===== config.mk =====
export PLATFORM = sky130hd
export DESIGN_NAME = seg_scan_multi
export DESIGN_NICKNAME = d
export VERILOG_FILES = /design/src/rtl/seg_scan_multi.sv
export SDC_FILE = /design/constraint.sdc
export NUM_CORES = 1
export LEC_CHECK = 0
export CAP_MARGIN = 25
export CELL_PAD_IN_SITES_DETAIL_PLACEMENT = 0
export CELL_PAD_IN_SITES_GLOBAL_PLACEMENT = 1
export CORE_UTILIZATION = 43
export CTS_BUF_LIST = sky130_fd_sc_hd__clkbuf_8
export CTS_CLUSTER_DIAMETER = 80
export DETAILED_ROUTE_END_ITERATION = 7
export GPL_ROUTABILITY_DRIVEN = 1
export PLACE_DENSITY = 0.88
export SKIP_CTS_REPAIR_TIMING = 1
export SYNTH_ARGS = -nofsm -noshare
export SYNTH_HDL_FRONTEND = slang
export SYNTH_SLANG_ARGS = --single-unit

===== constraint.sdc =====
create_clock -name clk -period 2.1 [get_ports clk]
set_input_delay 0.42 -clock clk [delete_from_list [all_inputs] [get_ports clk]]
set_output_delay 0.42 -clock clk [all_outputs]
set_load 0.005 [all_outputs]

===== src/rtl/seg_scan_multi.sv =====
// Multiplexed seven-segment scanner: double-buffered glyph codes, per-digit blink,
// PWM brightness and registered one-hot anode / segment outputs.
module seg_scan_multi #(
    parameter int unsigned DIGITS    = 8,
    parameter int unsigned SCAN_DIV  = 131072,
    parameter int unsigned BLINK_DIV = 25000000,
    parameter int unsigned DUTY_W    = 3
) (
    input  logic                  clk,
    input  logic                  rst_n,
    input  logic [4*DIGITS-1:0]   codes,
    input  logic                  load,
    input  logic [DIGITS-1:0]     blink_mask,
    input  logic [DUTY_W-1:0]     duty,
    output logic [DIGITS-1:0]     an,
    output logic [6:0]            a_g,
    output logic                  frame_start
);

    localparam int unsigned CODE_W  = 4;
    localparam int unsigned SEG_W   = 7;
    localparam int unsigned BUF_W   = CODE_W * DIGITS;
    localparam int unsigned IDX_W   = (DIGITS > 1) ? $clog2(DIGITS) : 1;
    localparam int unsigned SUB_DIV = SCAN_DIV >> DUTY_W;
    localparam int unsigned SUB_W   = (SUB_DIV > 1) ? $clog2(SUB_DIV) : 1;
    localparam int unsigned BLK_W   = (BLINK_DIV > 1) ? $clog2(BLINK_DIV) : 1;

    localparam logic [CODE_W-1:0] CODE_BLANK = CODE_W'(14);
    localparam logic [SUB_W-1:0]  SUB_LAST   = SUB_W'(SUB_DIV - 1);
    localparam logic [IDX_W-1:0]  IDX_LAST   = IDX_W'(DIGITS - 1);
    localparam logic [BLK_W-1:0]  BLK_LAST   = BLK_W'(BLINK_DIV - 1);
    localparam logic [DUTY_W-1:0] PHASE_LAST = {DUTY_W{1'b1}};

    // Team glyph code table; codes 14 and 15 are blank.
    function automatic logic [SEG_W-1:0] glyph(input logic [CODE_W-1:0] c);
        logic [SEG_W-1:0] s;
        case (c)
            4'd0:    s = 7'b0110000;
            4'd1:    s = 7'b1101101;
            4'd2:    s = 7'b1111001;
            4'd3:    s = 7'b0110011;
            4'd4:    s = 7'b1011011;
            4'd5:    s = 7'b1011111;
            4'd6:    s = 7'b1110000;
            4'd7:    s = 7'b1000111;
            4'd8:    s = 7'b1100111;
            4'd9:    s = 7'b0001110;
            4'd10:   s = 7'b0110111;
            4'd11:   s = 7'b0000001;
            4'd12:   s = 7'b1111110;
            4'd13:   s = 7'b1001111;
            default: s = 7'b0000000;
        endcase
        return s;
    endfunction

    // Scan position is kept as {phase, sub} so the PWM phase needs no divider.
    logic [SUB_W-1:0]  sub_q,   sub_d;
    logic [DUTY_W-1:0] phase_q, phase_d;
    logic [IDX_W-1:0]  idx_q,   idx_d;
    logic [BLK_W-1:0]  blk_q,   blk_d;
    logic              blink_on_q, blink_on_d;
    logic [BUF_W-1:0]  active_q,   active_d;
    logic [BUF_W-1:0]  pending_q,  pending_d;
    logic              pend_valid_q, pend_valid_d;
    logic [DIGITS-1:0] an_d;
    logic [SEG_W-1:0]  a_g_d;
    logic              frame_start_d;

    logic              sub_end;
    logic              slot_end;
    logic              frame_end;
    logic [CODE_W-1:0] cur_code;
    logic              lit;

    always_comb begin
        sub_d         = sub_q;
        phase_d       = phase_q;
        idx_d         = idx_q;
        blk_d         = blk_q;
        blink_on_d    = blink_on_q;
        active_d      = active_q;
        pending_d     = pending_q;
        pend_valid_d  = pend_valid_q;
        an_d          = '0;
        a_g_d         = '0;
        frame_start_d = 1'b0;

        sub_end   = (sub_q == SUB_LAST);
        slot_end  = sub_end && (phase_q == PHASE_LAST);
        frame_end = slot_end && (idx_q == IDX_LAST);

        sub_d   = sub_end ? '0 : sub_q + SUB_W'(1);
        phase_d = phase_q + DUTY_W'(sub_end);
        if (slot_end) begin
            idx_d = frame_end ? '0 : idx_q + IDX_W'(1);
        end

        if (blk_q == BLK_LAST) begin
            blk_d      = '0;
            blink_on_d = ~blink_on_q;
        end else begin
            blk_d = blk_q + BLK_W'(1);
        end

        // Active only changes at the frame boundary; a boundary-cycle load bypasses pending.
        if (load) begin
            if (frame_end) begin
                active_d     = codes;
                pend_valid_d = 1'b0;
            end else begin
                pending_d    = codes;
                pend_valid_d = 1'b1;
            end
        end else if (frame_end && pend_valid_q) begin
            active_d     = pending_q;
            pend_valid_d = 1'b0;
        end

        cur_code = active_q[CODE_W*idx_q +: CODE_W];
        lit      = (cur_code < CODE_BLANK)
                && (blink_on_q || !blink_mask[idx_q])
                && (phase_q <= duty);
        if (lit) begin
            an_d  = DIGITS'(1) << (IDX_LAST - idx_q);
            a_g_d = glyph(cur_code);
        end
        frame_start_d = (idx_q == '0) && (sub_q == '0) && (phase_q == '0);
    end

    always_ff @(posedge clk or negedge rst_n) begin
        if (!rst_n) begin
            sub_q        <= '0;
            phase_q      <= '0;
            idx_q        <= '0;
            blk_q        <= '0;
            blink_on_q   <= 1'b1;
            active_q     <= {DIGITS{CODE_BLANK}};
            pending_q    <= {DIGITS{CODE_BLANK}};
            pend_valid_q <= 1'b0;
            an           <= '0;
            a_g          <= '0;
            frame_start  <= 1'b0;
        end else begin
            sub_q        <= sub_d;
            phase_q      <= phase_d;
            idx_q        <= idx_d;
            blk_q        <= blk_d;
            blink_on_q   <= blink_on_d;
            active_q     <= active_d;
            pending_q    <= pending_d;
            pend_valid_q <= pend_valid_d;
            an           <= an_d;
            a_g          <= a_g_d;
            frame_start  <= frame_start_d;
        end
    end

endmodule


Yosys cells after proc, flatten, opt, wreduce, memory -nomap -nowiden --
Memories as Yosys holds them, arrays and structs flattened. Cells that the tools add are included.
Word-level totals: word-level logic and storage cells 57, memory bits (read-only) 112, output and inout port bits 16, memories 1, flip-flop bits (word level) 127
Operators by class: mux-type cells 13, reduce and logical (&&, ||, !) cells 15, shift operators 2, eq/ne operators 5, magnitude comparators 3, bitwise logic cells 2, add/subtract/negate cells 5
Memory list:
- (name not given) | words 16, bits a word 7, read ports 1, clocked after Yosys merged registers in 0, write ports 0, RTL line 37 | case (c)
Operator list (number):
- $mux 32 | 3
- $shiftx 32x6->4 | 1
- $add 25x1->25 const B | 1
- $eq 25x25->1 const B | 1
- $mux 25 | 1
- $add 14x1->14 const B | 1
- $eq 14x14->1 const B | 1
- $logic_not 14->1 | 1
- $mux 14 | 1
- $mux 8 | 1
- $shl 1x3->8 const A | 1
- $logic_and 1x1->1 | 7
- $mux 7 | 1
- $eq 3x3->1 const B | 2
- $logic_not 3->1 | 2
- $lt 3x4->1 const B | 1
- $lt 4x4->1 const B | 1
- $mux 1 | 4
- $reduce_and 2->1 | 2
- $add 3x1->3 | 1
- $add 3x1->3 const B | 1
- $bmux 1 s3 | 1
- $le 3x3->1 | 1
- $mux 3 | 1
- 6 further kinds | 7

Depth between registers and ports, before layout --
depth in word-level cells 7, depth in mapped cells 8

Least setup slack after synthesis --
No wires, ideal clock.
path type register -> register, start point register idx_q[0], end point register a_g[3], arrival time 2.061 ns, clock period less this slack 2.206 ns, setup slack -0.106 ns, library setup time 0.144 ns, required time 1.956 ns, path buffers 1, cell stages (with the launch flop) 9, cells stage by stage dfrtp_1 > buf_6 > mux4_2 > mux2_2 > inv_1 > ha_1 > nor2b_1 > nor2_1 > a221oi_1
Between the ends: word-level cells in the longest chain between the ends 7, elaborated cells between the ends (all ways) 10
RTL lines:
- from (decl) | RTL line 60 | logic [IDX_W-1:0] idx_q, idx_d;
- from (signal assigned) | RTL line 147 | idx_q <= idx_d;
- parallel branches: the longest is 6 deep, another holds $lt 4x4->1
- $mux 7 (*) | RTL line 124 | if (lit) begin
- net a_g_d[3] | RTL line 67 | logic [SEG_W-1:0] a_g_d;
- to (signal assigned) | RTL line 154 | a_g <= a_g_d;
- to (decl) | RTL line 16 | output logic [6:0] a_g,
Mark *: on every way through the listed nets, which the timed path passes. The select of a mux whose other input is x is not followed. A chain may end at the register's enable or synchronous reset.

Final worst setup path --
start point register idx_q[0], end point register an[6]
Between the ends: word-level cells in the longest chain between the ends 7, elaborated cells between the ends (all ways) 11
RTL lines:
- parallel branches: the longest is 6 deep, another holds $lt 4x4->1
- $mux 8 (*) | RTL line 124
- net an_d[6] | RTL line 66 | logic [DIGITS-1:0] an_d;
- to (signal assigned) | RTL line 153 | an <= an_d;
- to (decl) | RTL line 15 | output logic [DIGITS-1:0] an,
Marked as above.

==> results.yml <==
run_status:
  outcome: "complete, but fails checks"
  violated_checks: "negative setup slack"
clocking:
  cts_root_buffer: "clkbuf_8"
  cts.sinks: 127
  clock_path_buffers: 2
  tritoncts: "done"
  clk_pin_slew_worst_paths_ns: 0.07
  cts_inserted_buffers: 17
  insertion_delay_ns: 0.45
  cts.htree.levels: 4
placement:
  place_inst: 779
  place.gp.congestion: 0.805
  pre_cts_ws_ns: -0.265
  dpl.hpwl_um: 8580
  port_buffers: 61
  detailed_place.area_um2: 7210
drt:
  drtAntennaViolNets: 0
  avgViaCountPerCell: 5.16
  drt-initial-drc-count: 273
  drc_errors: 0
  route.vias.total: 4235
  post_drt_wl_per_cell_um: 15.3
  wl_um: 12500
  dr.pass1.iters: 4
final_layout:
  final_core_utilization_pct: 56.0
  insertedDiodeCount: 0
  synthToLayoutAreaGrowth_pct: 26.9
  leading_cell_type_in_the_layout_fill_and_taps_excluded: "dfrtp_1"
  final_cell_mix: "dfrtp_1, nor2_1, clkdlybuf4s50_1"
  nets: 695
  post_route_cells_drive_above_1_share_pct: 29.3
  ff_latch_area_um2: 3240
  final-instance-count-excl-fill: 821
  design_area_um2: 7800
  n_fill_cell: 1142
  multi_input_area_um2: 2800
timing:
  timing_worst_slew_pin_value_ns: 0.563
  post-route-period-util_pct: 107
  setup_viol_count_final: 79
  relSlewSlack_pct: 62.5
  final_critical_path_setup_slack_ns: -0.157
  hold_ws_ns: 0.299
  post-route-min-period_ns: 2.26
  worst_clock_skew_ns: 0.00858
  setup_total_negative_slack_ns: -4.63
  rsz0062_at_grt: "true"
  max_slew_violation_count: 0
  finalHoldViolations: 0
  maxClockFrequency_mhz: 443
floorplanning:
  io_pins: 62
  fp.coreArea_um2: 13900
  floorplan.die_area_um2: 14800
  fp.dieW_um: 122
  fp.dieH_um: 122
  initial_core_util_pct: 44.1
  fp-row-count: 43
setup_path:
  rr_endpoint: "an[6]"
  worst-endpoint-arrival_ns: 2.62
  r2r_slack_ns: -0.16
  crit_start: "idx_q[0]"
  setup.worst_path.class: "flop to flop"
  worstPathMaxFanout: 8
  worst_ep_required_time_ns: 2.47
  cp-start-kind: "flop"
  worst_setup_path_end_kind: "flop"
  r2r-start: "idx_q[0]"
  reg2reg_depth: 7
logic_synthesis:
  ys_warn_count: 0
  postSynthCellCount: 526
  post_synth_cell_types: 48
  syn_nets: 593
  syn_avg_cell_area_um2: 11.7
  ys.flop_type: "dfrtp_1"
  seq_area_frac_synth_pct: 52.7
  synth-edff-count: 0
  netlist_area_um2: 6140
  synth-async-reset-ratio_pct: 100
  synth_seq_cells: 127
grt:
  initial_antenna_violation_count: 0
  grt_first_pass_wirelength_um: 20100
  grt_pass1_vias: 4171
  global_route_total_overflow: 0
  grt.total_usage_pct: 17.8
  grt_max_degree: 64
power_and_ir_drop:
  report.power.total_mw: 5.28
  p_per_area_nw_per_um2: 677
  total_leakage_power_nw: 3.45
  power.ir.vdd_worst_mv: 0.423
worst_hold_path:
  holdCritPathClass: "primary input to flop"
  end_point_of_the_most_critical_hold_path: "pend_valid_q"
  holdPathStages: 3
  holdCritStartpoint: "load"
run:
  max_cap_violations: 0
-- layer usage --
layer | routed length (um) | up-vias | track usage [%]
met5 | 0 | - | 0
met4 | 347 | 0 | 7.64
met2 | 6000 | 79 | 28.0
met3 | 448 | 23 | 4.87
li1 | - | 2037 | -
met1 | 5730 | 2096 | 23.1
-- layout make-up --
class | instances | area share [%]
tap | 180 | 2.89
clock buffer | 21 | 3.71
timing repair buffer | 108 | 13.9
clock inverter | 11 | 1.27
inverter | 17 | 0.818
sequential | 127 | 41.6
multi-input combinational | 357 | 35.9
-- flip-flops by register name (all words and copies together) (netlist names) --
signal and cells:
sub_q 14, phase_q 3, a_g 7, idx_q 3, blk_q 25, blink_on_q 1, pend_valid_q 1, pending_q 32
active_q 32, an 8, frame_start 1
-- critical path: stages (launching register included) --
cell and delay (ns):
dfrtp_2 0.48, buf_6 0.13, mux4_2 0.52, mux2i_4 0.22
inv_2 0.11, a311o_1 0.35, buf_4 0.18, nor3b_2 0.17
-- how the worst max path moves through the flow --
stage          slack (ns)      to  cells past startpoint
2_1_floorplan       -0.02  a_g[0]                      7
6_report            -0.16   an[6]                      7
5_1_grt             -0.24   an[6]                      7
3_3_place_gp        -0.22   an[5]                      9
4_1_cts             -0.18  a_g[2]                      8
3_5_place_dp        -0.26   an[6]                      9
-- Yosys cell counts (3+ instances only) --
library cell  count  share of area [%]
nor3b_1           4               0.49
mux2_2           33                6.0
xor2_1           21                3.0
clkbuf_1         15               0.92
nor2b_1           6               0.61
dfstp_2          49                 21
o21ai_0           4               0.33
mux4_1            5                2.1
inv_1            15               0.92
xnor2_1          14                2.0
nand3_1          16                1.3
nand4_1           9               0.92
nand2_1          26                1.6
mux4_2            5                1.8
buf_2             8               0.65
or2_2             3               0.31
dfrtp_1          78                 32
ha_1             21                4.3
and4_1            7                1.0
a21oi_1          35                2.9
nor4_1            5               0.51
nor3_1            4               0.33
nor2_1           76                4.6
mux2i_1          35                5.7
-- cells by family (layout without fill, tap and decap cells) --
kind of cell	count (synthesis)	in the layout	share of synthesized area (%)
flops	127	127	52.7
fa+ha+maj	21	21	4.28
xor+xnor	35	35	4.99
buf+inv	42	157	2.97
simple gates	169	169	13.5
mux	81	81	16.5
compound gates	51	51	4.97
-- power by group --
part           switching (mW)  leakage [nW]  internal [mW]
clock                   0.905         0.222           1.15
sequential             0.0572          1.53           2.62
combinational           0.239          1.70          0.304
(Power assumes the default switching activity.)
